## config.mk

```make
export PLATFORM = sky130hd
export DESIGN_NAME = hazard_ctrl_flat
export DESIGN_NICKNAME = d
export VERILOG_FILES = /design/src/rtl/hazard_ctrl_if.sv /design/src/rtl/hazard_ctrl.sv /design/src/flat_wrapper.sv
export SDC_FILE = /design/constraint.sdc
export NUM_CORES = 1
export LEC_CHECK = 0
export CELL_PAD_IN_SITES_DETAIL_PLACEMENT = 2
export CELL_PAD_IN_SITES_GLOBAL_PLACEMENT = 2
export CORE_MARGIN = 2
export CORE_UTILIZATION = 11
export CTS_BUF_LIST = sky130_fd_sc_hd__clkbuf_16
export DETAILED_ROUTE_END_ITERATION = 10
export PLACE_DENSITY_LB_ADDON = 0.1
export SLEW_MARGIN = 0
export SYNTH_ARGS = -nofsm -noshare
export SYNTH_HDL_FRONTEND = slang
export SYNTH_SLANG_ARGS = --single-unit
```

## constraint.sdc

```tcl
create_clock -name CLK -period 1.9 [get_ports CLK]
set_input_delay 0.38 -clock CLK [delete_from_list [all_inputs] [get_ports CLK]]
set_output_delay 0.38 -clock CLK [all_outputs]
set_load 0.02 [all_outputs]
```

## src/rtl/hazard_ctrl_if.sv

```systemverilog
// hazard_ctrl_if -- pipeline <-> hazard controller signal bundle.
//
// master modport : pipeline side; drives the hazard inputs, receives the
//                  stall/flush/freeze controls and the multi-cycle start.
// slave modport  : hazard_ctrl side.
//
// Signals:
//   rs1D, rs2D  source registers of the instruction in D
//   rdE         destination register of the instruction in E
//   MemtoRegE   instruction in E is a load
//   MCycleOpE   instruction in E needs the multi-cycle unit
//   MCycleDone  multi-cycle result valid (1-cycle pulse)
//   PCSrcM      control transfer resolved taken in M
//   MemReqM     load/store active in M
//   MemReadyM   data memory completes its access this cycle
//   MCycleStart 1-cycle start pulse to the multi-cycle unit
//   Busy        freeze of the E->M and M->W registers
//   StallF/D    hold PC / F->D register
//   FlushD/E/M  clear F->D / D->E / E->M register
interface hazard_ctrl_if;
    logic [4:0] rs1D;
    logic [4:0] rs2D;
    logic [4:0] rdE;
    logic       MemtoRegE;
    logic       MCycleOpE;
    logic       MCycleDone;
    logic       PCSrcM;
    logic       MemReqM;
    logic       MemReadyM;
    logic       MCycleStart;
    logic       Busy;
    logic       StallF;
    logic       StallD;
    logic       FlushD;
    logic       FlushE;
    logic       FlushM;

    modport master (
        output rs1D, rs2D, rdE, MemtoRegE, MCycleOpE, MCycleDone,
               PCSrcM, MemReqM, MemReadyM,
        input  MCycleStart, Busy, StallF, StallD, FlushD, FlushE, FlushM
    );

    modport slave (
        input  rs1D, rs2D, rdE, MemtoRegE, MCycleOpE, MCycleDone,
               PCSrcM, MemReqM, MemReadyM,
        output MCycleStart, Busy, StallF, StallD, FlushD, FlushE, FlushM
    );
endinterface

```

## src/rtl/hazard_ctrl.sv

```systemverilog
// hazard_ctrl -- central stall/flush sequencer for the 5-stage core.
//
// Detects load-use hazards, resolves taken redirects from M, sequences the
// multi-cycle unit through a start/done handshake and freezes the back end
// while data memory is not ready.  All stall/flush outputs are combinational
// from the inputs and the FSM state; only the state and the optional
// performance counters are registered.
//
// Ports:
//   CLK         clock, rising edge
//   RESET       synchronous, active-high reset
//   hz          hazard_ctrl_if.slave bundle (hazard inputs, control outputs)
//   StallCount  cycles with Busy or a load-use stall
//   FlushCount  cycles with a taken-redirect flush
//
// Build option: define HAZARD_PERF_EN to include the performance counters;
// without it StallCount and FlushCount are tied to zero.
module hazard_ctrl #(
    parameter int PERF_WIDTH = 32
) (
    input  logic                  CLK,
    input  logic                  RESET,
    hazard_ctrl_if.slave          hz,
    output logic [PERF_WIDTH-1:0] StallCount,
    output logic [PERF_WIDTH-1:0] FlushCount
);

    typedef enum logic {
        IDLE    = 1'b0,
        MC_WAIT = 1'b1
    } state_t;

    state_t state;
    state_t state_next;

    logic mem_busy;
    logic load_use;
    logic mc_start;
    logic mc_busy;
    logic busy;
    logic redirect;
    logic lu_stall;

    always_ff @(posedge CLK) begin
        if (RESET) begin
            state <= IDLE;
        end else begin
            state <= state_next;
        end
    end

    always_comb begin
        state_next = state;

        mem_busy = hz.MemReqM & ~hz.MemReadyM;
        load_use = hz.MemtoRegE & (hz.rdE != 5'd0) &
                   ((hz.rdE == hz.rs1D) | (hz.rdE == hz.rs2D));

        // The older access in M wins: a start is held off while memory is
        // stalling, and a taken redirect squashes the op in E outright.
        mc_start = (state == IDLE) & hz.MCycleOpE & ~hz.PCSrcM & ~mem_busy;
        mc_busy  = ((state == MC_WAIT) & ~hz.MCycleDone) | mc_start;
        busy     = mc_busy | mem_busy;

        // While frozen the D/E inputs stay put, so redirects and load-use
        // bubbles are simply re-evaluated once Busy drops.
        redirect = ~busy & hz.PCSrcM;
        lu_stall = ~busy & ~hz.PCSrcM & load_use;

        unique case (state)
            IDLE: begin
                if (mc_start) begin
                    state_next = MC_WAIT;
                end
            end
            MC_WAIT: begin
                if (hz.MCycleDone) begin
                    state_next = IDLE;
                end
            end
            default: state_next = IDLE;
        endcase

        hz.MCycleStart = mc_start;
        hz.Busy        = busy;
        hz.StallF      = busy | lu_stall;
        hz.StallD      = busy | lu_stall;
        hz.FlushD      = redirect;
        hz.FlushE      = redirect | lu_stall;
        hz.FlushM      = redirect;
    end

`ifdef HAZARD_PERF_EN
    always_ff @(posedge CLK) begin
        if (RESET) begin
            StallCount <= '0;
            FlushCount <= '0;
        end else begin
            if (busy | lu_stall) begin
                StallCount <= StallCount + PERF_WIDTH'(1);
            end
            if (redirect) begin
                FlushCount <= FlushCount + PERF_WIDTH'(1);
            end
        end
    end
`else
    assign StallCount = '0;
    assign FlushCount = '0;
`endif

endmodule

```

## src/flat_wrapper.sv

```systemverilog
// flat-port wrapper written by rule: the top's interface ports become plain ports
module hazard_ctrl_flat 
#(
    parameter int PERF_WIDTH = 32
)
  (CLK, RESET, StallCount, FlushCount, hz_rs1D, hz_rs2D, hz_rdE, hz_MemtoRegE, hz_MCycleOpE, hz_MCycleDone, hz_PCSrcM, hz_MemReqM, hz_MemReadyM, hz_MCycleStart, hz_Busy, hz_StallF, hz_StallD, hz_FlushD, hz_FlushE, hz_FlushM);
  hazard_ctrl_if hz_i ();
  input  logic CLK;
  input  logic RESET;
  output logic [PERF_WIDTH-1:0] StallCount;
  output logic [PERF_WIDTH-1:0] FlushCount;
  input wire logic [$bits(hz_i.rs1D)-1:0] hz_rs1D;
  input wire logic [$bits(hz_i.rs2D)-1:0] hz_rs2D;
  input wire logic [$bits(hz_i.rdE)-1:0] hz_rdE;
  input wire logic [$bits(hz_i.MemtoRegE)-1:0] hz_MemtoRegE;
  input wire logic [$bits(hz_i.MCycleOpE)-1:0] hz_MCycleOpE;
  input wire logic [$bits(hz_i.MCycleDone)-1:0] hz_MCycleDone;
  input wire logic [$bits(hz_i.PCSrcM)-1:0] hz_PCSrcM;
  input wire logic [$bits(hz_i.MemReqM)-1:0] hz_MemReqM;
  input wire logic [$bits(hz_i.MemReadyM)-1:0] hz_MemReadyM;
  output wire logic [$bits(hz_i.MCycleStart)-1:0] hz_MCycleStart;
  output wire logic [$bits(hz_i.Busy)-1:0] hz_Busy;
  output wire logic [$bits(hz_i.StallF)-1:0] hz_StallF;
  output wire logic [$bits(hz_i.StallD)-1:0] hz_StallD;
  output wire logic [$bits(hz_i.FlushD)-1:0] hz_FlushD;
  output wire logic [$bits(hz_i.FlushE)-1:0] hz_FlushE;
  output wire logic [$bits(hz_i.FlushM)-1:0] hz_FlushM;
  assign hz_i.rs1D = hz_rs1D;
  assign hz_i.rs2D = hz_rs2D;
  assign hz_i.rdE = hz_rdE;
  assign hz_i.MemtoRegE = hz_MemtoRegE;
  assign hz_i.MCycleOpE = hz_MCycleOpE;
  assign hz_i.MCycleDone = hz_MCycleDone;
  assign hz_i.PCSrcM = hz_PCSrcM;
  assign hz_i.MemReqM = hz_MemReqM;
  assign hz_i.MemReadyM = hz_MemReadyM;
  assign hz_MCycleStart = hz_i.MCycleStart;
  assign hz_Busy = hz_i.Busy;
  assign hz_StallF = hz_i.StallF;
  assign hz_StallD = hz_i.StallD;
  assign hz_FlushD = hz_i.FlushD;
  assign hz_FlushE = hz_i.FlushE;
  assign hz_FlushM = hz_i.FlushM;
  hazard_ctrl #(.PERF_WIDTH(PERF_WIDTH)) u_core (.CLK(CLK), .RESET(RESET), .hz(hz_i), .StallCount(StallCount), .FlushCount(FlushCount));
endmodule
```

==> After elaboration in Yosys (flattened, before gate mapping) <==
Cells that the tools add are included.
Widths: inputs -> output; s select.
{ "totals": {"elab_cells": 28, "inputBits": 23, "regBits": 1, "n_memories": 0, "romBits": 0, "output_inout_bits": 71, "ramBits": 0, "latch_bits": 0} }
{ "op_classes": {"n_addsub": 0, "n_reduce_logical": 1, "n_div": 0, "bitwise_logic": 21, "shift": 0, "n_mul": 0, "mux": 3, "n_eq_ne": 2, "n_lt_le_gt_ge": 0} }
{ "op_table": {"columns": ["op", "n"], "rows": [
  ["$and 1x1->1", 10],
  ["$eq 5x5->1", 2],
  ["$not 1->1", 6],
  ["$or 1x1->1", 5],
  ["$reduce_bool 5->1", 1],
  ["$mux 1", 2],
  ["$pmux 1 s2", 1]
]} }

==> Logic depth before layout (Yosys ltp) <==
{ "depth": {"word_depth": 10, "mapped_depth": 5, "ltp_nobuf": 4} }

==> Worst setup path after synthesis <==
OpenSTA, ideal clock, no wires.
{ "synth_path": {"kind": "in2out", "start": "input port hz_rdE[2]", "end": "output port hz_StallF", "required_ps": 1520, "n_path_buf": 1, "path_stages": 5, "arrival_time_ps": 1708, "setup_slack_ps": -188, "path_cell_list": "xor2_1 nor3_1 a22oi_1 o31ai_1 buf_4"} }
{ "synth_via": {"elab_chain_len": 5, "word_cells_on_any_way": 8, "classes_between": "2 x eq/ne; 5 x bitwise; 1 x reduce/logical"} }
{ "synth_rtl": {"columns": ["item", "line", "text"], "rows": [
  ["from (decl)", "flat_wrapper.sv:14", "input wire logic [$bits(hz_i.rdE)-1:0] hz_rdE;"],
  ["$eq 5x5->1 / $reduce_bool 5->1 (equally long branches)", "hazard_ctrl.sv:57, hazard_ctrl.sv:56", null],
  ["$or 1x1->1 / $and 1x1->1 (equally long branches)", "hazard_ctrl.sv:57, hazard_ctrl.sv:56", null],
  ["$and 1x1->1 (*)", "hazard_ctrl.sv:56", "load_use = hz.MemtoRegE & (hz.rdE != 5'd0) &"],
  ["$and 1x1->1 (*)", "hazard_ctrl.sv:68", "lu_stall = ~busy & ~hz.PCSrcM & load_use;"],
  ["$or 1x1->1 (*)", null, null],
  ["to (decl)", "flat_wrapper.sv:23", "output wire logic [$bits(hz_i.StallF)-1:0] hz_StallF;"]
]} }
Mark *: on every way between the ends. The rest lies on a longest branch, timed or not.

==> Final worst setup path <==
{ "layout_path": {"start": "input port hz_rdE[3]", "end": "output port hz_FlushE"} }
{ "layout_via": {"elab_chain_len": 5, "word_cells_on_any_way": 8, "classes_between": "2 x eq/ne; 5 x bitwise; 1 x reduce/logical"} }
{ "layout_rtl": {"columns": ["item", "line", "text"], "rows": [
  ["$eq 5x5->1 / $reduce_bool 5->1 (equally long branches)", "hazard_ctrl.sv:57, hazard_ctrl.sv:56", null],
  ["$or 1x1->1 / $and 1x1->1 (equally long branches)", "hazard_ctrl.sv:57, hazard_ctrl.sv:56", null],
  ["$and 1x1->1 (*)", "hazard_ctrl.sv:56", null],
  ["$and 1x1->1 (*)", "hazard_ctrl.sv:68", null],
  ["$or 1x1->1 (*)", "hazard_ctrl.sv:89", "hz.FlushE = redirect | lu_stall;"],
  ["to (decl)", "flat_wrapper.sv:26", "output wire logic [$bits(hz_i.FlushE)-1:0] hz_FlushE;"]
]} }
Marks and branches as above.

==> flow_summary.ini <==
[timing]
skew_ns = 0
slew_violations = 0
post-route-period-util_pct = 96.3
min_period_ns = 1.83
postLayoutSetupSlackWorst_ns = 0.0697
setup_viol = 0
max_freq_mhz = 546
hold_violations = 0
rsz0062_at_grt = false

[synth]
synth.avg_cell_area_sq_um = 7.43
syn_area_sq_um = 721
synth_largest_area_cell = buf_4
synth_cell_types = 18
yosys_warnings = 0
synthDominantCellAreaShare_pct = 68.8
synth_edf_count = 0
synthFlopType = dfxtp_1
synth_seq_cells = 1
synth_area_leaders = buf_4 69%, xor2_1 12%, dfxtp_1 2.8%
syn_inst = 97
async_flop_share_pct = 0
ys_seq_area_share_pct = 2.78

[drt]
highest_layer = met3
wire_per_inst_microns = 8.30
drcViolationCount = 0
route.met3.wl_microns = 171
dr_wl_met2_microns = 1110
dr.first_iter.drc_count = 5
drt-total-wl_microns = 1720
vias_per_cell = 2.57
antenna_left = 0
drt_pass1_iterations = 2
wl_met1_microns = 434
vias = 532

[worst_hold_path]
holdPathStages = 2
hold_start = u_core.state$_SDFF_PP0_
holdCritPathClass = reg2reg
worstHoldEndpoint = u_core.state$_SDFF_PP0_

[global_route]
grt_usage_pct = 3.75
grt_max_degree = 4
grt-ovfl-total = 0
grt_pass1_wl_microns = 2260
grt_pass1_vias = 463
antenna_found_initial = 0

[status]
outcome = finished clean

[cells_and_area]
layout.nets = 155
antennaDiodeCount = 0
drive_gt1_share_pct = 28.5
largest_reg_flops = 1
top_regs = u_core.state: 1 flops
design_area_sq_um = 921
area_delta_synth_final_pct = 27.8
largest-register = u_core.state

[setup_path]
required_ns = 1.52
regToRegEndpoint = u_core.state$_SDFF_PP0_
r2r-start = u_core.state$_SDFF_PP0_
ff2ff_setup_slack_ns = 0.97
crit_path_max_fanout = 3
r2r.worst_path.cells = 4
crit_type = in2out
arrival_ns = 1.45
worstSetupStartpointType = input pin
cp-end-kind = primary output

[floorplan]
start_util_pct = 11.3
coreArea_sq_um = 6350
die-area_sq_um = 7210
die_y_microns = 84.9
row_count = 29
die_w_microns = 84.9
ioPinCount = 94

[flow_run]
maxCapViolCount = 0

[placement]
placedInstanceArea_sq_um = 883
portBuffers = 29
dpl.hpwl_microns = 1640
place_congestion = 0.624
place_ws_ns = -0.857

[clock_network]
clk_pin_slew_ns = 0
ctsHoldBuffers = 0
clock_latency_ns = 0

[power]
power_uw = 292
p_leak_uw = 0.000496
powerDensity_nw_per_um2 = 317
peakVddDrop_mv = 0.0848
-- routing by layer --
metal / track usage [%] / up-vias
met5: 0 / -
met4: 0 / 0
met3: 0.195 / 0
met2: 9.45 / 45
met1: 3.03 / 249
li1: - / 238
-- cells in the mapped netlist (2+ instances only) --
library cell and instances:
xor2_1 10, nor3_1 2, buf_4 66, o31ai_1 2
nor2_1 4
-- placed cells by master, fill, tap and decap left out --
cell / instances
clkinv_2: 1
xor2_1: 8
clkdlybuf4s50_1: 2
nor3_2: 2
o31ai_2: 1
nand2_1: 1
inv_2: 1
conb_1: 64
dlygate4sd2_1: 5
xor2_2: 2
clkbuf_2: 4
nor2b_4: 1
nor2_2: 1
inv_1: 1
and3b_1: 1
dfxtp_1: 1
o31ai_4: 1
buf_2: 7
buf_4: 9
a221oi_4: 1
a21oi_1: 1
o21ai_4: 1
nor2_1: 3
a22oi_2: 1
buf_6: 3
clkdlybuf4s15_1: 6
or4_4: 1
-- power breakdown --
part | internal, uW | total, uW | switching (uW) | leakage, uW
Combinational | 80.3 | 268 | 187 | 0.000488
Sequential | 22.5 | 24.0 | 1.45 | 0.00000819
Clock | 0 | 0 | 0 | 0
Total | 103 | 292 | 189 | 0.000496
-- critical path: stages --
cell,delay (ns)
buf_2,0.12
or4_4,0.53
o21ai_4,0.18
o31ai_2,0.08
buf_4,0.16
-- per-stage QoR --
| step | hold slack, ns | setup TNS, ns | utilization [%] | std cells |
|---|---|---|---|---|
| finish | 0.576 | 0 | 14.5 | 207 |
| global route | 0.618 | 0 | 14.5 | 207 |
| CTS | 0.594 | 0 | 14.2 | 205 |
| detailed placement | 0.541 | -4.67 | 13.9 | 204 |
| global placement | 0.528 | -4.55 | 13.9 | 204 |
| floorplan | 0.452 | -0.0200 | - | 160 |
-- repair_timing --
item,in CTS,in global routing
setup endpoints to repair,7,3
pin swaps,13,9
setup buffers,1,2
resized for setup,88,13
-- cell families (layout without fill, tap and decap cells) --
family,count (synthesis),after routing,share of synthesized area [%]
AO/OA/AOI/OAI,6,6,7.12
flip-flops,1,1,2.78
other,1,64,0.520
buffers and inverters,69,39,70.3
AND/OR/NAND/NOR,10,10,7.12
XOR/XNOR,10,10,12.2
-- worst max path at each step --
| stage | start | endpoint | depth (start not counted) |
|---|---|---|---|
| after detailed placement | hz_rdE[2] | hz_StallF | 6 |
| after global routing | hz_rs1D[1] | hz_StallD | 6 |
| final | hz_rdE[3] | hz_FlushE | 5 |
| after CTS | hz_rs2D[2] | hz_StallF | 6 |
| after global placement | hz_rdE[2] | hz_StallD | 6 |
| after floorplan | hz_MCycleDone | hz_FlushE | 4 |
-- layout make-up --
cell class	instances	area (sq um)
Tap cell	77	96.3
Timing Repair Buffer	36	280
Inverter	3	12.5
Sequential cell	1	20.0
Fill cell	775	5430
Multi-Input combinational cell	90	512
Note: power is estimated with default switching activity, not from simulation.
